### src/rtl/gray_pkg.sv
// Shared width default and Gray-code helpers for the Gray counter and its neighbours.
// Helpers work on a wide vector; callers zero-extend and truncate to their own WIDTH.
package gray_pkg;

  localparam int unsigned GRAY_WIDTH_DEFAULT = 4;
  localparam int unsigned MAX_WIDTH          = 32;

  function automatic logic [MAX_WIDTH-1:0] bin2gray(input logic [MAX_WIDTH-1:0] b);
    return b ^ (b >> 1);
  endfunction

  // Terminal value: all-ones of 'width' bits when counting up, zero when counting down.
  function automatic logic is_terminal(input logic [MAX_WIDTH-1:0] cnt,
                                       input logic                 up,
                                       input int unsigned          width);
    logic [MAX_WIDTH-1:0] all_ones;
    all_ones = (width >= MAX_WIDTH) ? '1 : ((MAX_WIDTH'(1) << width) - MAX_WIDTH'(1));
    return up ? (cnt == all_ones) : (cnt == '0);
  endfunction

endpackage

### src/rtl/bin_to_gray.sv
// Combinational binary-to-reflected-Gray mapping, WIDTH bits, no carry.
module bin_to_gray
  import gray_pkg::*;
#(
  parameter int unsigned WIDTH = GRAY_WIDTH_DEFAULT
) (
  input  logic [WIDTH-1:0] bin,
  output logic [WIDTH-1:0] gray
);

  logic [MAX_WIDTH-1:0] gray_wide;

  assign gray_wide = bin2gray(MAX_WIDTH'(bin));
  assign gray      = gray_wide[WIDTH-1:0];

endmodule

### src/rtl/gray_counter.sv
// Up/down binary counter emitting its current value as a registered Gray word
// under a valid/ready handshake; the count only advances when a word is emitted.
module gray_counter
  import gray_pkg::*;
#(
  parameter int unsigned WIDTH = GRAY_WIDTH_DEFAULT
) (
  input  logic             clk,
  input  logic             rst,
  input  logic             en,
  input  logic             up,
  input  logic             load,
  input  logic [WIDTH-1:0] load_bin,
  output logic [WIDTH-1:0] g_out,
  output logic             valid_out,
  input  logic             ready_in,
  output logic             wrap
);

  logic [WIDTH-1:0] cnt;
  logic [WIDTH-1:0] cnt_gray;
  logic             slot_free;
  logic             step;
  logic             terminal;

  bin_to_gray #(.WIDTH(WIDTH)) u_bin_to_gray (
    .bin  (cnt),
    .gray (cnt_gray)
  );

  // Handshake: a word transfers on a rising edge where valid_out & ready_in.
  // While valid_out & ~ready_in, g_out/wrap/valid_out hold and the count is frozen.
  // A new word may be loaded in the same edge that the old one is taken.
  assign slot_free = ~valid_out | ready_in;
  assign step      = en & slot_free & ~load;
  assign terminal  = is_terminal(MAX_WIDTH'(cnt), up, WIDTH);

  always_ff @(posedge clk) begin
    if (rst) begin
      cnt       <= '0;
      g_out     <= '0;
      valid_out <= 1'b0;
      wrap      <= 1'b0;
    end else begin
      if (load) begin
        cnt <= load_bin;
      end else if (step) begin
        cnt <= up ? cnt + WIDTH'(1) : cnt - WIDTH'(1);
      end

      if (step) begin
        g_out <= cnt_gray;
        wrap  <= terminal;
      end

      // A load cycle never refills, but it still lets a pending word be consumed.
      valid_out <= step | (valid_out & ~ready_in);
    end
  end

endmodule

### config.mk
export PLATFORM = sky130hd
export DESIGN_NAME = gray_counter
export DESIGN_NICKNAME = d
export VERILOG_FILES = /design/src/rtl/gray_pkg.sv /design/src/rtl/bin_to_gray.sv /design/src/rtl/gray_counter.sv
export SDC_FILE = /design/constraint.sdc
export NUM_CORES = 1
export LEC_CHECK = 0
export ABC_AREA = 1
export BUFFER_PORTS_ARGS = -buffer_cell sky130_fd_sc_hd__buf_2
export CAP_MARGIN = 20
export CORE_AREA = 2 2 39 41
export DETAILED_ROUTE_END_ITERATION = 12
export DIE_AREA = 0 0 41 43
export GPL_TIMING_DRIVEN = 0
export PLACE_DENSITY_LB_ADDON = 0.15
export SLEW_MARGIN = 20
export SYNTH_ARGS = -nofsm -noshare
export SYNTH_HDL_FRONTEND = slang
export SYNTH_SLANG_ARGS = --single-unit
### constraint.sdc
create_clock -name clk -period 1.5 [get_ports clk]
set_input_delay 0.3 -clock clk [delete_from_list [all_inputs] [get_ports clk]]
set_output_delay 0.3 -clock clk [all_outputs]
set_load 0.01 [all_outputs]
After elaboration in Yosys (flattened, before gate mapping)
Cells that the tools add are included.
- bits in registers: 10
- logic and storage cells: 22
- memories: 0
- memory bits (writable): 0
- bits of input ports: 10
- latch bits: 0
- output and inout port bits: 6
- bits in read-only memories: 0
- divide/modulo/power cells: 0
- shift operators: 0
- magnitude comparators: 0
- mux-type cells: 4
- equality and inequality tests: 1
- reduce and logical (&&, ||, !) cells: 2
- multiply operators: 0
- bitwise logic cells: 9
- add/subtract/negate cells: 2
- operators with widths (cell ; count):
    two-way mux 4 bit ; 3
    adder 4 x 1 -> 4 bit, second input constant ; 1
    == test 4 bit, second input constant ; 1
    zero test 4 bit ; 1
    subtractor 4 x 1 -> 4 bit, second input constant ; 1
    bitwise XOR 4 x 3 -> 4 bit ; 1
    bitwise AND 1 bit ; 3
    NOT 1 bit ; 3
    bitwise OR 1 bit ; 2
    nonzero test 2 bit ; 1
    two-way mux 1 bit ; 1

Longest topological paths before layout
Gate-level depths: netlist of run 1.
- word-level depth: 6
- gate-level depth with buffers: 8
- depth with buffers taken out: 8

Hierarchy
Synthesis of run 1 repeated with hierarchy kept, for this count alone.
- cells, all modules: 93
- area total of the unflattened synthesis: 619.3 µm²
- modules (own cells, without submodules) (module ; sequential area each (µm²) ; times used ; area an instance (µm²) ; cells an instance):
    gray_counter ; 200.2 ; 1 ; 563.0 ; 79
    bin_to_gray ; 0.0 ; 1 ; 56.3 ; 14

Least setup slack after synthesis of run 1
No wires, ideal clock.
- path type: input-to-reg
- start point: in up
- end point: reg cnt[3]
- setup time: 0.113 ns
- data arrival time: 1.166 ns
- path buffers: 0
- data required time: 1.387 ns
- setup slack: 0.221 ns
- stages: 7
- cell sequence: inv_2 -> ha_1 -> or2_2 -> nand2_1 -> nand2_1 -> nand3_2 -> a21oi_2
- longest elaborated chain between the ends: 3
- ends and longest elaborated chain (what ; RTL line ; text):
    start, declared ; gray_counter.sv:11 ; input logic up,
    two-way mux 4 bit ; gray_counter.sv:48 ; cnt <= up ? cnt + WIDTH'(1) : cnt - WIDTH'(1);
    two-way mux 4 bit ; gray_counter.sv:47 ; end else if (step) begin
    two-way mux 4 bit ; gray_counter.sv:45 ; if (load) begin
    end signal, assigned ; gray_counter.sv:46 ; cnt <= load_bin;
    end signal, assigned ; gray_counter.sv:48 ;
    end, declared ; gray_counter.sv:20 ; logic [WIDTH-1:0] cnt;
No other way between the ends. The select of a mux whose other input is x is not followed.
A chain may end at the register's enable or synchronous reset.

Worst setup path in the final report of run 1
- start point: reg cnt[2]
- end point: reg cnt[3]
- longest elaborated chain between the ends: 4
- elaborated cells between the ends (all ways): 5
- classes of those cells: add/sub (2); mux (3)
- ends and longest elaborated chain (what ; RTL line):
    subtractor 4 x 1 -> 4 bit or adder 4 x 1 -> 4 bit (tied branches) ; gray_counter.sv:48
    two-way mux 4 bit (*) ; gray_counter.sv:48
    two-way mux 4 bit (*) ; gray_counter.sv:47
    two-way mux 4 bit (*) ; gray_counter.sv:45
Mark *: on every way between the ends. The rest lies on a longest branch, timed or not. The select of a mux whose other input is x is not followed.

==> metrics.txt, run 1 <==
status=finished clean; routed vias/inst=approximately 4.6; wire length per cell=10.6 microns; layout cells sized above 1=0.324; Die Y=43 microns; Clk Latency, worst-skew pair=0.27 ns; power density over the cells=927 nW/um^2; fin crit share=0.913; CP peak stage delay=between 0.4 and 0.5 ns; H-tree depth=1; max-slew violation count=0; total die area=between 1500 and 2000 sq um; Reg clk slew, reported paths=roughly 0.070 ns; worst path cell trace=ha_1 > or2_2 > nand2_1 > nand2_1 > nand3_2 > a21oi_2; WP data required=1.67 ns; # rows=14; post-synth net total=roughly 100; DR iter-0 viols=7; Crit Path Category=reg -> reg; number of diodes=0; Core Box Area=between 1000 and 1500 sq um; FILL cells=142; first-pass GRT wire length=slightly above 2000 microns; Detailed Place HPWL=around 990 microns; M3 GR Usage=0.0628; total gr overflow=0; Yosys warnings=0; quantity of gates resized following cts=0; Finish-stage setup viols=0; clock sink total=10; clk buf depth=2; Peak Freq=between 700 and 800 MHz; ANT nets after route=0; sw power=around 0.21 mW; Post-CTS Setup Inserts=0; syn avg cell area=between 7 and 8 sq um; Inserted Clock Buffers=3; Detailed Routing Iterations Pass 1=2; synth-to-layout area growth=20.8%; met1 Use GR=0.211; CTS Root Cell=clkbuf_4; mapped cell area=roughly 630 sq um; # port buffers=15; total track usage=0.183; worst-margin pin slew=around 0.26 ns; Seq pwr share=0.430; fin nets=between 100 and 150; Hold Crit Class=in -> reg; Tmin final=about 1.4 ns; final hold vios=0; number of synthesized register bits=10; GR Util met2=0.272; Initial Util=0.458; antenna violations before repair=0; vias=between 500 and 600; vias in the first global route=500; worst rel slew slack=0.827; Die Width=just over 40 microns; DRC errors left=0; Unique masters post-synth=19; peak supply drop=between 0.4 and 0.5 mV; Int Pwr=between 0.4 and 0.5 mW; clock power share=0.352; unrepaired setup endpoints after global routing=false; skew final=0.000847 ns; Max FO, Critical Path=5; Worst Setup Start Kind=register; RD Place Congestion=0.792; Net Sw Frac=0.298; static leakage=~0.4 nW; Max-Cap Viols=0; setup_tns=0 ns; overall power=a little over 0.7 mW; Arrival @ worst endpoint=around 1.5 ns; CP Capture Type=register; hold_buf cts=0; Gate Count Post-Synth=86; largest net degree at the start of global routing=9; Worst path slowest cell=dfxtp_1; CTS tree=yes; GRT Max-Usage Layer=met2; Top Ports=16; most used cell, CP=nand2_1; sequential fraction of the synthesis area=0.316; drt total wl=about 1300 microns; Gate power share=0.218
-- synthesized netlist by cell type --
master   instances  area [sq um]
inv_4            1          6.26
xnor2_1          1          8.76
inv_2            4          15.0
ha_1             6          75.1
nand2_2          1          6.26
nand3_1          3          15.0
or2_2            1          6.26
fa_1             1          20.0
inv_1            8          30.0
nand2_1         27           101
o21ai_0          1          5.00
nand3_4          1          17.5
o21ai_1          1          5.00
a21oi_2          3          26.3
nor2_1           6          22.5
a21oi_1          7          35.0
dfxtp_1         10           200
nand3_2          2          20.0
o21ai_2          2          17.5
-- routing by layer --
layer  vias up  wire length, microns
li1        308                     -
met3         5                    58
met1       230                   613
met5         -                     0
met4         0                    42
met2        13                   563
-- power groups by stage --
stage	Sequential, mW	Clock (mW)	Combinational [mW]
final	0.305	0.249	0.155
after global routing	0.308	0.273	0.181
after detailed placement	0.311	0	0.155
after floorplan	0.310	0	0.105
after CTS	0.305	0.256	0.157
after global placement	0.310	0	0.152
-- stage by stage --
step                hold WS (ns)  cell area [sq um]  worst slack (ns)   util  cells
floorplan                  0.362                633             0.221      -     86
global placement           0.453                728            0.0440  0.526    117
detailed placement         0.458                728            0.0303  0.526    117
CTS                        0.281                764             0.125  0.552    121
global route               0.278                764            0.0523  0.552    121
finish                     0.275                764             0.130  0.552    121
-- final timing paths --
| path | cells past startpoint | from | end | slack, ns |
|---|---|---|---|---|
| worst max-delay path | 6 | cnt[2] | cnt[3] | 0.13 |
| worst min-delay path | 2 | rst | cnt[3] | 0.27 |
| worst max register to register | 6 | cnt[2] | cnt[3] | 0.13 |
| worst min register to register | 2 | g_out[0] | g_out[0] | 0.46 |
-- cell families (layout without fill, tap and decap cells) --
kind of cell / after synthesis / in the layout / synth area share
and+or+nand+nor: 41 / 41 / 0.298
AOI/OAI and AO/OA: 14 / 14 / 0.140
buffers and inverters: 13 / 32 / 0.0810
DFF: 10 / 10 / 0.316
adders and majority gates: 7 / 7 / 0.150
xor gates and xnor gates: 1 / 1 / 0.0138
-- final cells by class --
cell class	count	area [sq um]	area share
repair buffers	15	75.1	0.0982
multi-input cells	63	382	0.499
inverters	13	51.3	0.0671
flip-flops and latches	10	200	0.262
clock buffers	4	36.3	0.0475
well taps	16	20.0	0.0262
-- registers in the layout, summed over array words and instances, names as in the netlist --
signal	cells
cnt	4
g_out	4
valid_out	1
wrap	1
-- critical path: cells and delay by family (launching register included) --
kind                     cells  cell delay, ns
AND/OR/NAND/NOR              4            0.51
flip-flops                   1            0.42
adder cells (fa/ha/maj)      1            0.29
AO/OA/AOI/OAI                1            0.04
-- cells in the final DEF (no fill, tap or decap) --
cell type and n:
ha_1 6, nand2_1 27, clkbuf_4 3, nand3_2 2, buf_2 15, inv_2 4, or2_2 1, o21ai_0 1
inv_1 8, nor2_1 6, o21ai_2 2, nand3_4 1, nand3_1 3, a21oi_1 7, dfxtp_1 10, o21ai_1 1
clkbuf_8 1, inv_4 1, nand2_2 1, a21oi_2 3, fa_1 1, xnor2_1 1
Note: power is estimated with default switching activity, not from simulation.
==> inputs of run 2 (changes only) <==
--- a/config.mk
+++ b/config.mk
@@ -12,6 +12,7 @@
 export DETAILED_ROUTE_END_ITERATION = 12
 export DIE_AREA = 0 0 41 43
 export GPL_TIMING_DRIVEN = 0
+export MAX_ROUTING_LAYER = met4
 export PLACE_DENSITY_LB_ADDON = 0.15
 export SLEW_MARGIN = 20
 export SYNTH_ARGS = -nofsm -noshare
==> run 2 against run 1 <==
Effect of this change:
- final area is the same
- routed wire length down 0.16%
- sequential power hardly changed
- core utilization stayed put
- sequential cell count unchanged
- total power fell by 0.12%
- global-route usage is 0.14 points higher
- via count unchanged
- critical endpoint unchanged
- largest power group unchanged
==> metrics.txt, run 2 (synthesis gave the netlist of run 1 again) <==
Max-Cap Viols=0 (unchanged); Placement Cell Area=728 sq um (unchanged); number of diodes=0 (unchanged); Gate power share=0.219 (was 0.218); overall power=0.708 mW (was 0.709 mW); fin nets=123 (unchanged); sw power=0.210 mW (was 0.211 mW); FILL cells=142 (unchanged); Die Y=43 microns (unchanged); final instance area=764 sq um (unchanged); clock sink total=10 (unchanged); DRC errors left=0 (unchanged); wire length per cell=10.5 microns (was 10.6 microns); drt total wl=1280 microns (about the same); quantity of gates resized following cts=0 (unchanged); Hold Crit Class=in -> reg (unchanged); CP Capture Type=register (unchanged); DP Worst Slack=0.0303 ns (unchanged); Worst Setup Start Kind=register (unchanged); first-pass GRT wire length=2050 microns (was 2060 microns); # rows=14 (unchanged); worst-margin pin slew=0.259 ns (about the same); Int Pwr=0.497 mW (was 0.498 mW); final worst setup slack=0.130 ns (about the same); worst rel slew slack=0.827 (about the same); DR iter-0 viols=3 (was 7); Non-Filler Instances=121 (unchanged); Die Width=41 microns (unchanged); CTS Root Cell=clkbuf_4 (unchanged); layout cells sized above 1=0.324 (unchanged); synth-to-layout area growth=20.8% (unchanged); Inst Count DP=117 (unchanged); WP data required=1.67 ns (about the same); most common library cell in the layout ignoring fill and taps=nand2_1 (unchanged); # port buffers=15 (unchanged); Critical Path Start=cnt[2] (unchanged); unrepaired setup endpoints after global routing=false (unchanged); vias in the first global route=504 (was 500); Net Sw Frac=0.297 (was 0.298); vias=556 (unchanged); Initial Util=0.458 (unchanged); biggest regs=cnt x4, g_out x4 (unchanged); Crit Path Category=reg -> reg (unchanged); total track usage=0.184 (was 0.183); Detailed Place HPWL=990 microns (unchanged); total die area=1760 sq um (unchanged); Detailed Routing Iterations Pass 1=2 (unchanged); Max FO, Critical Path=5 (unchanged); total gr overflow=0 (unchanged); Reg clk slew, reported paths=0.07 ns (about the same); Core Box Area=1380 sq um (unchanged); RD Place Congestion=0.804 (was 0.792); most frequent cells in the layout=27 x nand2_1, 15 x buf_2, 10 x dfxtp_1 (unchanged); largest net degree at the start of global routing=9 (unchanged); max-slew violation count=0 (unchanged); Post-CTS Setup Inserts=0 (unchanged); peak supply drop=0.420 mV (about the same); Tmin final=1.37 ns (about the same); Inserted Clock Buffers=3 (unchanged); hold_ws=0.276 ns (was 0.275 ns); hold path start=rst (unchanged); routed vias/inst=4.60 (unchanged); H-tree depth=1 (unchanged); final hold vios=0 (unchanged); antenna violations before repair=0 (unchanged); CTS tree=yes (unchanged); Arrival @ worst endpoint=1.54 ns (about the same); fin crit share=0.913 (about the same); Crit Reg-Reg Startpoint=cnt[2] (unchanged); Peak Freq=730 MHz (about the same); fin util=0.552 (unchanged); Finish-stage setup viols=0 (unchanged); ANT nets after route=0 (unchanged); Top Ports=16 (unchanged); power density over the cells=926 nW/um^2 (was 927 nW/um^2); status=finished clean (unchanged); clock power share=0.351 (was 0.352); clk buf depth=2 (unchanged); hold_buf cts=0 (unchanged); static leakage=0.401 nW (unchanged); Clk Latency, worst-skew pair=0.27 ns (about the same); setup_tns=0 ns (unchanged); skew final=0.000844 ns (was 0.000847 ns); Seq pwr share=0.431 (was 0.430)
-- run 2: worst paths after layout --
path         endpoint  slack, ns  cells past startpoint
max            cnt[3]       0.13                      6
min            cnt[3]       0.28                      2
max reg2reg    cnt[3]       0.13                      6
min reg2reg  g_out[0]       0.46                      2
-- run 2: power by group through the flow --
| stage | Combinational, mW | Clock, mW | Sequential [mW] |
|---|---|---|---|
| after floorplan | 0.105 | 0 | 0.310 |
| after global placement | 0.152 | 0 | 0.310 |
| after detailed placement | 0.155 | 0 | 0.311 |
| after CTS | 0.157 | 0.256 | 0.305 |
| after global routing | 0.181 | 0.270 | 0.308 |
| final | 0.155 | 0.248 | 0.305 |
-- run 2: worst max-delay path, cell delays in order, from the launching register on --
cell	delay, ns
dfxtp_1	0.42
ha_1	0.29
or2_2	0.32
nand2_1	0.07
nand2_1	0.06
nand3_2	0.06
a21oi_2	0.04
-- run 2: final cells by class --
type	count	area [sq um]	area share
Multi-Input combinational cell	63	382	0.499
Inverter	13	51.3	0.0671
Timing Repair Buffer	15	75.1	0.0982
Clock buffer	4	36.3	0.0475
Sequential cell	10	200	0.262
Tap cell	16	20.0	0.0262
-- run 2: layer usage --
layer / track usage / part of all wire / up-vias
met5: - / 0 / -
met4: 0.120 / 0.033 / 0
met3: 0.0471 / 0.044 / 5
met2: 0.272 / 0.44 / 13
met1: 0.211 / 0.48 / 230
li1: - / - / 308
